`src/rtl/restoring_div_16x8.sv`:
```
// 16/8 unsigned restoring divider: one quotient bit per clock, MSB first, IDLE/RUN/DONE FSM.
// Define DIV_ZERO_CHECK_EN to add the divzero port and a one-cycle early exit for b == 0.
module restoring_div_16x8 (
  input  logic        clk,
  input  logic        rst,
  input  logic        start,
  input  logic [15:0] a,
  input  logic [7:0]  b,
  output logic [15:0] q,
  output logic [7:0]  r,
  output logic        busy,
  output logic        ready
`ifdef DIV_ZERO_CHECK_EN
  ,
  output logic        divzero
`endif
);

  typedef enum logic [1:0] {IDLE, RUN, DONE} state_t;

  state_t      state_q;
  logic [15:0] dq_q;
  logic [7:0]  div_q;
  logic [8:0]  pr_q;
  logic [4:0]  cnt_q;
  logic [15:0] q_q;
  logic [7:0]  r_q;
  logic        busy_q;
  logic        ready_q;
  logic        dz_q;

  logic [8:0]  pr_shift;
  logic        fits;
  logic [8:0]  pr_d;
  logic [15:0] dq_d;

  // Dividend bits leave the top of dq_q while quotient bits enter at the bottom.
  always_comb begin
    pr_shift = {pr_q[7:0], dq_q[15]};
    fits     = (pr_shift >= {1'b0, div_q});
    pr_d     = fits ? (pr_shift - {1'b0, div_q}) : pr_shift;
    dq_d     = {dq_q[14:0], fits};
  end

  always_ff @(posedge clk or posedge rst) begin
    if (rst) begin
      state_q <= IDLE;
      dq_q    <= '0;
      div_q   <= '0;
      pr_q    <= '0;
      cnt_q   <= '0;
      q_q     <= '0;
      r_q     <= '0;
      busy_q  <= 1'b0;
      ready_q <= 1'b0;
      dz_q    <= 1'b0;
    end else begin
      ready_q <= 1'b0;
      dz_q    <= 1'b0;
      case (state_q)
        IDLE, DONE: begin
          busy_q <= 1'b0;
          if (start) begin
            dq_q  <= a;
            div_q <= b;
            cnt_q <= '0;
            pr_q  <= '0;
`ifdef DIV_ZERO_CHECK_EN
            if (b == 8'd0) begin
              state_q <= DONE;
              ready_q <= 1'b1;
              dz_q    <= 1'b1;
              q_q     <= 16'hFFFF;
              r_q     <= a[7:0];
            end else begin
              state_q <= RUN;
              busy_q  <= 1'b1;
            end
`else
            state_q <= RUN;
            busy_q  <= 1'b1;
`endif
          end else begin
            state_q <= IDLE;
          end
        end
        RUN: begin
          pr_q  <= pr_d;
          dq_q  <= dq_d;
          cnt_q <= cnt_q + 5'd1;
          // Results are published only on the edge that completes the last iteration.
          if (cnt_q == 5'd15) begin
            state_q <= DONE;
            busy_q  <= 1'b0;
            ready_q <= 1'b1;
            q_q     <= dq_d;
            r_q     <= pr_d[7:0];
          end
        end
        default: begin
          state_q <= IDLE;
          busy_q  <= 1'b0;
        end
      endcase
    end
  end

  assign q     = q_q;
  assign r     = r_q;
  assign busy  = busy_q;
  assign ready = ready_q;
`ifdef DIV_ZERO_CHECK_EN
  assign divzero = dz_q;
`endif

endmodule

```
`config.mk`:
```
export PLATFORM = sky130hd
export DESIGN_NAME = restoring_div_16x8
export DESIGN_NICKNAME = d
export VERILOG_FILES = /design/src/rtl/restoring_div_16x8.sv
export SDC_FILE = /design/constraint.sdc
export NUM_CORES = 1
export LEC_CHECK = 0
export CORE_MARGIN = 8
export CORE_UTILIZATION = 50
export CTS_CLUSTER_DIAMETER = 50
export DETAILED_ROUTE_END_ITERATION = 8
export PLACE_DENSITY = 0.73
export SLEW_MARGIN = 20
export SYNTH_ARGS = -nofsm -noshare
export SYNTH_HDL_FRONTEND = slang
export SYNTH_SLANG_ARGS = --single-unit
```
`constraint.sdc`:
```
create_clock -name clk -period 2.61 [get_ports clk]
set_input_delay 0.522 -clock clk [delete_from_list [all_inputs] [get_ports clk]]
set_output_delay 0.522 -clock clk [all_outputs]
set_load 0.02 [all_outputs]
```
==> results by group <==
CTS
  • Post CTS Setup Buffer Count: 0
  • Sink Count: 64
  • # resized after CTS: 0
  • Worst-path clk slew: 70 ps
  • Clock root cell: clkbuf_8
  • CTS Hold Bufs: 0
  • Total CTS buffers: 9
  • Clk buf depth: 2
  • Clock Latency Late Sink: 350 ps
  • H-tree lvl count: 3
  • CTS tree: done

Status
  • Status: finished, final reports clean

Flow run
  • Max Cap Violations: 0

STA
  • RSZ-0062 raised after global routing: no
  • Max_slew headroom: 58.8%
  • Endpoints failing setup: 0
  • Final Skew: 7.37 ps
  • Worst slew pin tran: 618 ps
  • Hold Vio Cnt, Final: 0
  • FMAX: 431 MHz
  • Final worst path period share: 88.8%
  • Final min period: 2320 ps
  • Sum of negative setup slack: 0 ps
  • Slew Limit Fails: 0

Routing
  • Drt pass-1 iters: 4
  • DRC viols: 0
  • WL final: 7440 um
  • Wire length on met3: 521 um
  • Vias per std cell: 5.56
  • Vias: 2570
  • Avg WL per Cell: 16.1 um
  • M1 WL: 3390 um
  • DR top layer: met4
  • Routed Antenna Nets: 0
  • Detail Route met2 WL: 3420 um
  • Iteration-0 DRC Markers: 199

Die
  • Die X-Extent: 93.7 um
  • Core box area: 0.00589 sq mm
  • Num rows: 28
  • Die area: 0.00878 sq mm
  • Die Ht: 93.7 um
  • Initial core utilization: 51.3%
  • IO Pins: 53

Worst setup path
  • WP data arrival: 2590 ps
  • Worst Path Max Fanout: 4
  • Worst R2R Start: dq_q[15]$_DFFE_PP0P_
  • FF-to-FF setup slack: 290 ps
  • R2R depth: 9
  • Worst Setup Start Kind: register
  • Critical setup path kind: reg -> reg
  • CP Data Required Time: 2880 ps
  • Worst r2r dst: pr_q[6]$_DFFE_PP0P_
  • Crit. End Element: register

Logic synthesis
  • Synth Net Count: 365
  • Synth async-reset ratio: 100%
  • Main synth FF type: dfrtp_1
  • Yosys cell types: 43
  • Synth warn: 0
  • Mapped cell area: 0.00302 sq mm
  • Dominant cell by count in the synthesized netlist: nand2_1
  • Mean Syn Cell Area: 9.24 sq um
  • Yosys top cell area share: 53.0%
  • Flops & latches, synth: 64
  • Yosys top cell by area: dfrtp_1
  • Post-Synthesis Cells: 327
  • Synth cell count leaders: 98 x nand2_1, 64 x dfrtp_1, 22 x o21ai_0, 15 x a22oi_1
  • Sequential cell area fraction in the yosys report: 53.0%
  • Largest cells by area after synthesis: dfrtp_1 53%, nand2_1 12%, ha_1 4.1%, a22oi_1 3.7%, o21ai_0 3.6%
  • Post-synth EDFFs: 0

Min path
  • Min-Delay Endpoint: q[14]$_DFFE_PP0P_
  • WHS Path Cells: 2
  • Hold path startpoint: q[14]$_DFFE_PP0P_
  • Worst Hold Class: reg -> reg

Pwr
  • Pwr/cell area: 1480 mW/mm^2
  • LEAKAGE: 0.00174 uW
  • VDD IR max: 0.839 mV
  • Pwr Total: 5730 uW

Global route
  • Remaining global-route overflow: 0
  • Tot GR Track Use: 18.5%
  • First-pass GRT wire length: 12700 um
  • Largest net degree at the start of global routing: 65
  • Vias in the first global route: 2568
  • Initial antenna violation count: 0

Final layout
  • Area grow syn2layout: 27.8%
  • Layout Utilization: 65.6%
  • Design Area, Final: 0.00386 sq mm
  • Nets: 420
  • Ant diodes: 0
  • Layout cells sized above 1: 8.53%

Placed design
  • HPWL after DPL: 5100 um
  • Placer Congestion: 0.940
  • Placed Area: 0.00365 sq mm
  • IO Port Bufs: 52
## how the worst max path moves through the flow
stage	startpoint	endpoint	slack, ps	depth (start not counted)
after floorplan	rst	busy$_DFFE_PP0P_	490	1
after global placement	dq_q[15]$_DFFE_PP0P_	r[6]$_DFFE_PP0P_	410	9
after detailed placement	dq_q[15]$_DFFE_PP0P_	pr_q[6]$_DFFE_PP0P_	350	9
after CTS	dq_q[15]$_DFFE_PP0P_	pr_q[6]$_DFFE_PP0P_	290	9
after global routing	dq_q[15]$_DFFE_PP0P_	pr_q[6]$_DFFE_PP0P_	130	9
final	dq_q[15]$_DFFE_PP0P_	pr_q[6]$_DFFE_PP0P_	290	9
## critical path, cell delays in order, from the launching register on
cell and delay, ps:
dfrtp_1 370, inv_1 90, ha_1 170, inv_1 50, fa_1 390, a211o_1 330, a2111oi_0 410, a41oi_1 80
a22o_1 210, a21oi_1 140
## state kept, by name, summed over array words and instances (netlist names)
signal   flops
cnt_q        5
ready        1
pr_q         8
r            8
q           16
busy         1
state_q      1
dq_q        16
div_q        8
## routing by layer
layer | vias up | GRT usage, %
met5 | - | 0
met4 | 0 | 8.45
met3 | 8 | 5.28
met2 | 92 | 26.7
met1 | 1231 | 25.0
li1 | 1239 | -
## final cells by class
class | instances | area (sq um)
Clock buffer | 11 | 151
Clock inverter | 5 | 55.1
Fill cell | 509 | 2020
Inverter | 14 | 52.6
Multi-Input combinational cell | 231 | 1300
Sequential cell | 64 | 1600
Tap cell | 75 | 93.8
Timing Repair Buffer | 62 | 608
## through the flow
stage	hold slack (ps)	cells	setup slack (ps)
2_1_floorplan	449	327	485
3_3_place_gp	458	446	406
3_5_place_dp	462	446	351
4_1_cts	479	462	289
5_1_grt	507	462	131
6_report	472	462	292
## cells in the final DEF (no fill, tap or decap), drive strengths merged, types with 3 or more instances in the layout
cell           instances
and2                   3
nor2                   8
nand3                  4
nand2b                 3
a31oi                  5
dfrtp                 64
o31ai                  4
a22oi                 15
clkbuf                11
nor3                   5
o21ai                 22
inv                   14
or3                    3
clkdlybuf4s50         52
nor2b                  4
a41oi                  3
buf                   10
nand2                 98
ha                    10
a21oi                 13
## where the power goes
group | internal (uW) | leakage [uW] | switching [uW]
Combinational | 1320 | 0.000891 | 1690
Sequential | 1500 | 0.000753 | 329
Clock | 489 | 0.000101 | 399
Total | 3310 | 0.00174 | 2420
## kinds of logic after synthesis
group / synth area share [%]
AO/OA/AOI/OAI: 18.3
XOR/XNOR: 0.580
adder cells (fa/ha/maj): 4.81
buffers and inverters: 4.14
flip-flops: 53.0
AND/OR/NAND/NOR: 19.1
Power figures use the tool's default switching activity.
